<file path="src/rtl/mul_final_cpa_if.sv">
//------------------------------------------------------------------------------
// Module   : mul_final_cpa_if
// Brief    : Operand/result bundle between the 4:2 compressor stage, the
//            final CPA stage and EX.
// Revision : 1.0 - initial release
//------------------------------------------------------------------------------
`default_nettype none

interface mul_final_cpa_if #(
  parameter int DATA_WIDTH = 64
);
  localparam int c_prod_w = 2 * DATA_WIDTH;

  logic                           valid_in;
  logic                           in_ready;
  logic [1:0]                     op_sel;
  logic                           flush;
  logic [3:0][c_prod_w-1:0]       sum_pp;
  logic [3:0][c_prod_w-1:0]       carry_pp;
  logic [DATA_WIDTH-1:0]          result;
  logic                           result_valid;
  logic                           result_ready;

  // Upstream/EX side
  modport master (
    output valid_in, op_sel, flush, sum_pp, carry_pp, result_ready,
    input  in_ready, result, result_valid
  );

  // Final CPA stage side
  modport slave (
    input  valid_in, op_sel, flush, sum_pp, carry_pp, result_ready,
    output in_ready, result, result_valid
  );
endinterface

`default_nettype wire

</file>
<file path="src/rtl/mul_final_cpa.sv">
//------------------------------------------------------------------------------
// Module   : mul_final_cpa
// Brief    : Final 8:2 reduction plus two-cycle split carry-propagate adder of
//            the Booth/CSA multiplier; returns the low or high product half.
// Revision : 1.0 - initial release
//------------------------------------------------------------------------------
`default_nettype none

module mul_final_cpa #(
  parameter int DATA_WIDTH = 64
) (
  input  wire logic       clk,
  input  wire logic       rst,
  mul_final_cpa_if.slave  bus
);

  localparam int c_prod_w = 2 * DATA_WIDTH;
  localparam int c_half_w = DATA_WIDTH;

  // 3:2 carry-save step; carry is pre-shifted with the MSB dropped so the
  // pair stays congruent to a+b+c modulo 2^c_prod_w. Returns {carry, sum}.
  function automatic logic [2*c_prod_w-1:0] csa3(
    input logic [c_prod_w-1:0] a,
    input logic [c_prod_w-1:0] b,
    input logic [c_prod_w-1:0] c
  );
    logic [c_prod_w-1:0] s;
    logic [c_prod_w-1:0] cy;
    s  = a ^ b ^ c;
    cy = ((a & b) | (a & c) | (b & c)) << 1;
    return {cy, s};
  endfunction

  // 4:2 compressor built from two chained 3:2 steps. Returns {carry, sum}.
  function automatic logic [2*c_prod_w-1:0] comp42(
    input logic [c_prod_w-1:0] a,
    input logic [c_prod_w-1:0] b,
    input logic [c_prod_w-1:0] c,
    input logic [c_prod_w-1:0] d
  );
    logic [2*c_prod_w-1:0] t;
    t = csa3(a, b, c);
    return csa3(t[c_prod_w-1:0], t[2*c_prod_w-1:c_prod_w], d);
  endfunction

  // Handshake
  logic w_stall;

  // Reduction tree
  logic [c_prod_w-1:0] w_l1_sum   [2];
  logic [c_prod_w-1:0] w_l1_carry [2];
  logic [c_prod_w-1:0] w_l2_sum;
  logic [c_prod_w-1:0] w_l2_carry;

  // S1 registers
  logic                r_s1_valid;
  logic [1:0]          r_s1_op;
  logic [c_prod_w-1:0] r_s1_sum;
  logic [c_prod_w-1:0] r_s1_carry;

  // S2 registers
  logic                r_s2_valid;
  logic [1:0]          r_s2_op;
  logic [c_half_w-1:0] r_s2_lo;
  logic                r_s2_cout;
  logic [c_half_w-1:0] r_s2_hi_sum;
  logic [c_half_w-1:0] r_s2_hi_carry;

  // S3 registers
  logic                r_result_valid;
  logic [c_half_w-1:0] r_result;

  // CPA halves
  logic [c_half_w:0]   w_lo_add;
  logic [c_half_w-1:0] w_hi_add;
  logic [c_half_w-1:0] w_result_next;

  assign w_stall      = r_result_valid & ~bus.result_ready;
  assign bus.in_ready = ~w_stall;

  generate
    for (genvar g = 0; g < 2; g++) begin : g_l1
      assign {w_l1_carry[g], w_l1_sum[g]} = comp42(bus.sum_pp[2*g],   bus.carry_pp[2*g],
                                                   bus.sum_pp[2*g+1], bus.carry_pp[2*g+1]);
    end
  endgenerate

  assign {w_l2_carry, w_l2_sum} = comp42(w_l1_sum[0], w_l1_carry[0],
                                         w_l1_sum[1], w_l1_carry[1]);

  assign w_lo_add = {1'b0, r_s1_sum[c_half_w-1:0]} + {1'b0, r_s1_carry[c_half_w-1:0]};

  assign w_hi_add = r_s2_hi_sum + r_s2_hi_carry + {{(c_half_w-1){1'b0}}, r_s2_cout};

  // MUL returns the low half; every high-half variant is already signed upstream
  assign w_result_next = (r_s2_op == 2'b00) ? r_s2_lo : w_hi_add;

  always_ff @(posedge clk) begin
    if (rst) begin
      r_s1_valid     <= 1'b0;
      r_s1_op        <= '0;
      r_s1_sum       <= '0;
      r_s1_carry     <= '0;
      r_s2_valid     <= 1'b0;
      r_s2_op        <= '0;
      r_s2_lo        <= '0;
      r_s2_cout      <= 1'b0;
      r_s2_hi_sum    <= '0;
      r_s2_hi_carry  <= '0;
      r_result_valid <= 1'b0;
      r_result       <= '0;
    end else if (bus.flush) begin
      // Flush wins over stall and drops any operand presented this cycle
      r_s1_valid     <= 1'b0;
      r_s2_valid     <= 1'b0;
      r_result_valid <= 1'b0;
      r_result       <= '0;
    end else if (!w_stall) begin
      r_s1_valid     <= bus.valid_in;
      r_s1_op        <= bus.op_sel;
      r_s1_sum       <= w_l2_sum;
      r_s1_carry     <= w_l2_carry;

      r_s2_valid     <= r_s1_valid;
      r_s2_op        <= r_s1_op;
      r_s2_lo        <= w_lo_add[c_half_w-1:0];
      r_s2_cout      <= w_lo_add[c_half_w];
      r_s2_hi_sum    <= r_s1_sum[c_prod_w-1:c_half_w];
      r_s2_hi_carry  <= r_s1_carry[c_prod_w-1:c_half_w];

      r_result_valid <= r_s2_valid;
      r_result       <= w_result_next;
    end
  end

  assign bus.result       = r_result;
  assign bus.result_valid = r_result_valid;

endmodule

`default_nettype wire
</file>
<file path="src/flat_wrapper.sv">
// flat-port wrapper written by rule: the top's interface ports become plain ports
module mul_final_cpa_flat 
#(
  parameter int DATA_WIDTH = 64
)
  (clk, rst, bus_valid_in, bus_op_sel, bus_flush, bus_sum_pp, bus_carry_pp, bus_result_ready, bus_in_ready, bus_result, bus_result_valid);
  mul_final_cpa_if #(.DATA_WIDTH(DATA_WIDTH)) bus_i ();
  input  wire logic clk;
  input  wire logic rst;
  input wire logic [$bits(bus_i.valid_in)-1:0] bus_valid_in;
  input wire logic [$bits(bus_i.op_sel)-1:0] bus_op_sel;
  input wire logic [$bits(bus_i.flush)-1:0] bus_flush;
  input wire logic [$bits(bus_i.sum_pp)-1:0] bus_sum_pp;
  input wire logic [$bits(bus_i.carry_pp)-1:0] bus_carry_pp;
  input wire logic [$bits(bus_i.result_ready)-1:0] bus_result_ready;
  output wire logic [$bits(bus_i.in_ready)-1:0] bus_in_ready;
  output wire logic [$bits(bus_i.result)-1:0] bus_result;
  output wire logic [$bits(bus_i.result_valid)-1:0] bus_result_valid;
  assign bus_i.valid_in = bus_valid_in;
  assign bus_i.op_sel = bus_op_sel;
  assign bus_i.flush = bus_flush;
  assign bus_i.sum_pp = bus_sum_pp;
  assign bus_i.carry_pp = bus_carry_pp;
  assign bus_i.result_ready = bus_result_ready;
  assign bus_in_ready = bus_i.in_ready;
  assign bus_result = bus_i.result;
  assign bus_result_valid = bus_i.result_valid;
  mul_final_cpa #(.DATA_WIDTH(DATA_WIDTH)) u_core (.clk(clk), .rst(rst), .bus(bus_i));
endmodule
</file>
<file path="config.mk">
export PLATFORM = sky130hd
export DESIGN_NAME = mul_final_cpa_flat
export DESIGN_NICKNAME = d
export VERILOG_FILES = /design/src/rtl/mul_final_cpa_if.sv /design/src/rtl/mul_final_cpa.sv /design/src/flat_wrapper.sv
export SDC_FILE = /design/constraint.sdc
export NUM_CORES = 2
export LEC_CHECK = 0
export BUFFER_PORTS_ARGS = -buffer_cell sky130_fd_sc_hd__clkbuf_2
export CAP_MARGIN = 20
export CELL_PAD_IN_SITES_DETAIL_PLACEMENT = 1
export CELL_PAD_IN_SITES_GLOBAL_PLACEMENT = 1
export CORE_AREA = 2 2 429 431
export CTS_CLUSTER_SIZE = 14
export DETAILED_ROUTE_END_ITERATION = 10
export DIE_AREA = 0 0 431 433
export GPL_TIMING_DRIVEN = 0
export PLACE_DENSITY_LB_ADDON = 0.1
export SYNTH_ARGS = -nofsm -noshare
export SYNTH_HDL_FRONTEND = slang
export SYNTH_SLANG_ARGS = --single-unit
</file>
<file path="constraint.sdc">
create_clock -name clk -period 3.9 [get_ports clk]
set_clock_uncertainty 0.05 [all_clocks]
set_input_delay 0.195 -clock clk [delete_from_list [all_inputs] [get_ports clk]]
set_output_delay 0.195 -clock clk [all_outputs]
set_load 0.01 [all_outputs]
</file>
Word-level counts from Yosys, hierarchy flattened
Index checks and enable logic that the tools add are counted.
- bitwise logic cells: 46
- mux-type cells: 1
- add/subtract/negate cells: 3
- reductions and logical operators: 3
- operator list (operator ; count):
    $and 127x127->127 ; 18
    $xor 128x128->128 ; 12
    $or 127x127->127 ; 12
    $add 64x64->65 ; 1
    $add 64x1->64 ; 1
    $add 64x64->64 ; 1
    $mux 64 ; 1
    $not 1->1 ; 3
    $logic_not 2->1 ; 1
    $reduce_and 2->1 ; 1
    $reduce_or 2->1 ; 1
    $and 1x1->1 ; 1
- register bits after elaboration: 519
- input port bits: 1031
- output and inout port bits: 66
- logic and storage cells: 65

Logic depth before layout (Yosys ltp)
- depth after elaboration: 12
- mapped depth: 14
- mapped depth without buffers: 14

Worst setup path after synthesis
No wires, ideal clock.
- path type: register to register
- start: register u_core.r_s1_carry[22]
- end: register u_core.r_s2_lo[59]
- setup slack: 0.734 ns
- library setup time: 0.073 ns
- clock period less this slack: 3.166 ns
- data arrival time: 3.043 ns
- buffers on the path: 1
- data required time: 3.777 ns
- cell stages (with the launch flop): 13
- path through: dfxtp_1 -> ha_1 -> buf_4 -> nand2_1 -> or4_4 -> nor2_1 -> o21ai_1 -> o41ai_4 -> a41oi_1 -> o31a_1 -> o31a_1 -> or4_1 -> o211ai_2
- longest elaborated chain between the ends: 1
- RTL lines (element ; RTL line ; text):
    from (decl) ; mul_final_cpa.sv:59 ; logic [c_prod_w-1:0] r_s1_carry;
    from (signal assigned) ; mul_final_cpa.sv:122 ; r_s1_carry <= w_l2_carry;
    $add 64x64->65 ; mul_final_cpa.sv:91 ; assign w_lo_add = {1'b0, r_s1_sum[c_half_w-1:0]} + {1'b0, r_s1_carry[c_half_w-1:0]};
    to (signal assigned) ; mul_final_cpa.sv:126 ; r_s2_lo <= w_lo_add[c_half_w-1:0];
    to (decl) ; mul_final_cpa.sv:64 ; logic [c_half_w-1:0] r_s2_lo;
Every way passes these cells.
A chain may end at the register's enable or synchronous reset.

Worst setup path in the final report
- start: register u_core.r_s2_hi_carry[0]
- end: register u_core.r_result[34], in the netlist u_core.bus.result[34]
- longest elaborated chain between the ends: 3
- RTL lines (element ; RTL line ; text):
    from (decl) ; mul_final_cpa.sv:67 ; logic [c_half_w-1:0] r_s2_hi_carry;
    from (signal assigned) ; mul_final_cpa.sv:129 ; r_s2_hi_carry <= r_s1_carry[c_prod_w-1:c_half_w];
    $add 64x64->64 ; mul_final_cpa.sv:93 ; assign w_hi_add = r_s2_hi_sum + r_s2_hi_carry + {{(c_half_w-1){1'b0}}, r_s2_cout};
    $add 64x1->64 ; mul_final_cpa.sv:93 ;
    $mux 64 ; mul_final_cpa.sv:96 ; assign w_result_next = (r_s2_op == 2'b00) ? r_s2_lo : w_hi_add;
    to (signal assigned) ; mul_final_cpa.sv:132 ; r_result <= w_result_next;
    to (decl) ; mul_final_cpa.sv:71 ; logic [c_half_w-1:0] r_result;
Every way passes these cells.

==> results.md <==
- Result of the run: finished, final reports clean
- Total CTS buffers: 68
- GRT overflow: 0
- Reported leakage power: 25.62 nW
- Arrival @ worst endpoint: 4220 ps
- Final setup violation count: 0
- Max Buffers Root-to-Sink: 3
- CP max FO: 5
- Chip Width: 431 um
- Cell-internal power: 15.32 mW
- P_sw: 10.82 mW
- Starting DRC count in detailed routing: 1,156
- Critical Path RT: 4420 ps
- Finished Cell Area: 54,630 sq um
- Count of flip-flops with a built-in enable after synthesis: 0
- Clk pwr share: 25.0%
- Switching part of the total power: 41.38%
- Unrepaired setup endpoints after global routing: false
- Sequential share of the synthesized area: 23.76%
- Final routed DRC violation total: 0
- GRT Util Overall: 18.63%
- Sequence of cells on the critical path: fa_1 > fa_1 > a21oi_1 > o221ai_2 > a21o_2 > a21oi_2 > o41ai_1 > a21oi_1 > o21bai_1 > a21oi_1 > xnor2_2 > nand2_1 > a21oi_1
- Clock tree root buffer cell: clkbuf_16
- Detail Route Antenna Nets: 0
- Critical path's top delay family: compound AO/OA/AOI/OAI gates
- Top-Level Pins: 1,097
- Mean instance size in the synthesized netlist: 8.838 sq um
- Class of the most critical hold timing path: primary input to register
- Number of iterations in the first detailed-routing pass: 5
- Largest stage delay on the critical path: 470 ps
- Fraction of power consumed by combinational cells: 46.9%
- Start-to-end type of the worst setup path: register to register
- Fraction of layout cells with a size suffix above 1: 20.70%
- Reg power frac: 28.1%
- Final Hold Slack: 63.96 ps
- Portion of the clock cycle consumed by the worst path in the final layout: 94.82%
- Synthesized instance count: 4,938
- YS warnings: 0
- Share of synthesized flip-flops with an asynchronous set or reset: 0%
- Initial Utilization: 23.97%
- Cell with the largest stage delay on the worst path: fa_1
- Main flop type after synthesis: dfxtp_1
- TritonCTS clock tree: built
- Min cycle time layout: 3698 ps
- CTS Sinks: 518
- Sort of element at the start of the critical path: register
- Crit-path most repeated cell: a21oi_1
- Die area: 186,600 sq um
- Post-synth design cell area: 43,640 sq um
- Worst voltage drop across the vdd grid: 313.1 uV
- Number of distinct library cells after synthesis: 75
- Flip-flop and latch count after synthesis: 518
- Vias after detailed routing: 36,970
- Source-to-sink clock delay at the later pin of the worst-skew pair: 640 ps
- Worst-margin pin slew: 1122 ps
- Clock transition at the registers of the reported paths: 60 ps
- Number of global-route vias before repair: 42,370
- Count of input and output buffers: 1,095
- Post-detailed-route wirelength per cell: 20.38 um
- Cell area after placement: 52,170 sq um
- Wire length of the first global-routing pass: 261,800 um
- Pins Over Slew Limit: 0
- Max Freq: 0.2704 GHz
- Placer Congestion: 0.8598
- Pin count of the biggest net entering global routing: 13
- Crit path capture type: register
- Ratio of routed vias to standard cells: 4.326
- Post-Synthesis Net Count: 6,857
- Number of antenna violations at the first check in global routing: 11
- Power density cells: 478.4 nW/um^2
- Filler-free cell count of the finished design: 8,547
- Overall routed net length: 174,200 um
- Layout Area Growth over Synthesis: 25.17%
- Total number of nets in the final design: 8,026
- Cells after DPL: 8,421
- Count of buffering cells on the critical path with inverters included: 0
- Placeable Area: 182,100 sq um
- Die Y: 433 um
- Final number of hold-violating endpoints: 0
- Number of standard-cell rows in the floorplan: 157
- Normalized max-slew margin: 25.20%
- DP Wirelength: 154,200 um
- Number of maximum-capacitance violations: 0
- Clock H-tree levels: 3
-- cell usage after synthesis, drive strengths merged (5+ instances only) --
master / n / area, sq um
a2111oi: 5 / 63.82
a211oi: 21 / 157.7
a21o: 71 / 535.5
a21oi: 631 / 3158
a221o: 5 / 50.05
a311oi: 22 / 198.9
a31oi: 15 / 93.84
a41oi: 5 / 43.79
and2: 8 / 50.05
and3: 13 / 82.58
buf: 21 / 95.08
clkbuf: 208 / 800.8
dfxtp: 518 / 10370
fa: 761 / 15230
ha: 127 / 1589
inv: 792 / 2973
nand2: 1044 / 3924
nand2b: 12 / 75.07
nand3: 27 / 140.1
nand4: 38 / 237.7
nor2: 138 / 523.0
nor2b: 13 / 81.33
nor3: 25 / 125.1
nor4: 8 / 50.05
o211ai: 16 / 130.1
o21a: 13 / 97.59
o21ai: 129 / 649.4
o21bai: 30 / 225.2
o221ai: 10 / 87.58
o31ai: 10 / 75.07
o41ai: 5 / 62.56
or2: 9 / 56.30
or3: 11 / 70.07
or4: 7 / 56.30
xnor2: 80 / 700.7
xor2: 39 / 341.6
-- registers in the layout, summed over array words and instances, names as in the netlist --
name                     cells
u_core.r_s2_lo              64
u_core.r_s1_carry          126
u_core.bus.result_valid      1
u_core.r_s1_op               2
u_core.bus.result           64
u_core.r_s1_sum            128
u_core.r_s2_hi_sum          64
u_core.r_s1_valid            1
u_core.r_s2_cout             1
u_core.r_s2_op               2
u_core.r_s2_hi_carry        64
u_core.r_s2_valid            1
-- cells in the final DEF, fill, tap and decap left out, drive strengths merged, types with 13 or more instances in the layout --
cell | synthesis | routed
xnor2 | 80 | 80
o21a | 13 | 13
nor2b | 13 | 13
ha | 127 | 127
o21bai | 30 | 30
a211oi | 21 | 21
nand3 | 27 | 27
nand4 | 38 | 38
and3 | 13 | 13
nor2 | 138 | 138
a31oi | 15 | 15
nand2 | 1044 | 1044
o211ai | 16 | 16
inv | 792 | 794
dfxtp | 518 | 518
xor2 | 39 | 39
a311oi | 22 | 22
a21o | 71 | 71
buf | 21 | 25
clkbuf | 208 | 1405
a21oi | 631 | 631
nor3 | 25 | 25
o21ai | 129 | 129
fa | 761 | 761
-- worst reg2reg max path: stages, from the launching register on --
cell and delay [ps]:
dfxtp_1 320, fa_1 470, fa_1 420, a21oi_1 230, o221ai_2 220, a21o_2 270
a21oi_2 230, o41ai_1 150, a21oi_1 260, o21bai_1 160, a21oi_1 250, xnor2_2 220
nand2_1 210, a21oi_1 160
-- layout make-up --
class | count | area (sq um)
Fill cell | 21640 | 127500
Multi-Input combinational cell | 3398 | 29520
Clock inverter | 18 | 236.5
Inverter | 792 | 2973
Sequential cell | 518 | 10370
Clock buffer | 105 | 2066
Timing Repair Buffer | 1102 | 5568
Antenna cell | 2 | 5.005
Buffer | 227 | 908.4
Tap cell | 2385 | 2984
-- what timing repair did --
action / in CTS / in global routing
cloned: 0 / 0
setup buffers: 0 / 1
endpoints found under the setup margin: 13 / 23
pin swaps: 0 / 2
resized for setup: 10 / 17
hold buffers: 3 / 0
endpoints found under the hold margin: 3 / 0
-- final timing paths --
kind / from / endpoint / slack, ps / cells past startpoint
setup / recovery: u_core.r_s2_hi_carry[0] / u_core.bus.result[34] / 200 / 13
hold / removal: bus_flush / u_core.bus.result[51] / 60 / 4
setup reg to reg: u_core.r_s2_hi_carry[0] / u_core.bus.result[34] / 200 / 13
hold reg to reg: u_core.r_s1_carry[125] / u_core.r_s2_hi_carry[61] / 400 / 2
-- per-layer routing --
layer,wire length (um),global-route usage (%),vias to the layer above
li1,-,-,17860
met1,71870,22.42,18230
met2,91920,34.82,733
met3,5800,2.239,152
met4,4618,4.757,0
met5,0,0,-
-- cells by family (layout without fill, tap and decap cells) --
logic type,after synthesis,after routing,share of synthesized area [%]
and+or+nand+nor,1366,1366,12.78
AOI/OAI and AO/OA,1022,1022,13.56
buffers and inverters,1022,2244,8.890
adders and majority gates,888,888,38.55
DFF,518,518,23.76
xor gates and xnor gates,119,119,2.388
muxes,3,3,0.06881
other,0,2,0
-- power groups by stage --
stage | logic (mW) | clock network (mW) | registers (mW)
after floorplan | 7.64 | 0 | 7.04
after global placement | 12.8 | 0 | 7.45
after detailed placement | 12.8 | 0 | 7.45
after CTS | 13.0 | 6.72 | 7.35
after global routing | 14.5 | 6.93 | 7.46
final | 12.3 | 6.54 | 7.33
-- through the flow --
stage / setup TNS (ps) / util, % / setup WS [ps] / power, mW
3_3_place_gp: -1154 / 28.62 / -301.6 / 20.26
5_1_grt: 0 / 30.00 / 20.03 / 28.87
2_1_floorplan: 0 / - / 733.8 / 14.68
6_report: 0 / 30.00 / 202.2 / 26.14
3_5_place_dp: -1491 / 28.65 / -331.8 / 20.25
4_1_cts: -12.74 / 29.96 / -12.74 / 27.03
No activity file was read; power rests on OpenSTA's default activity.
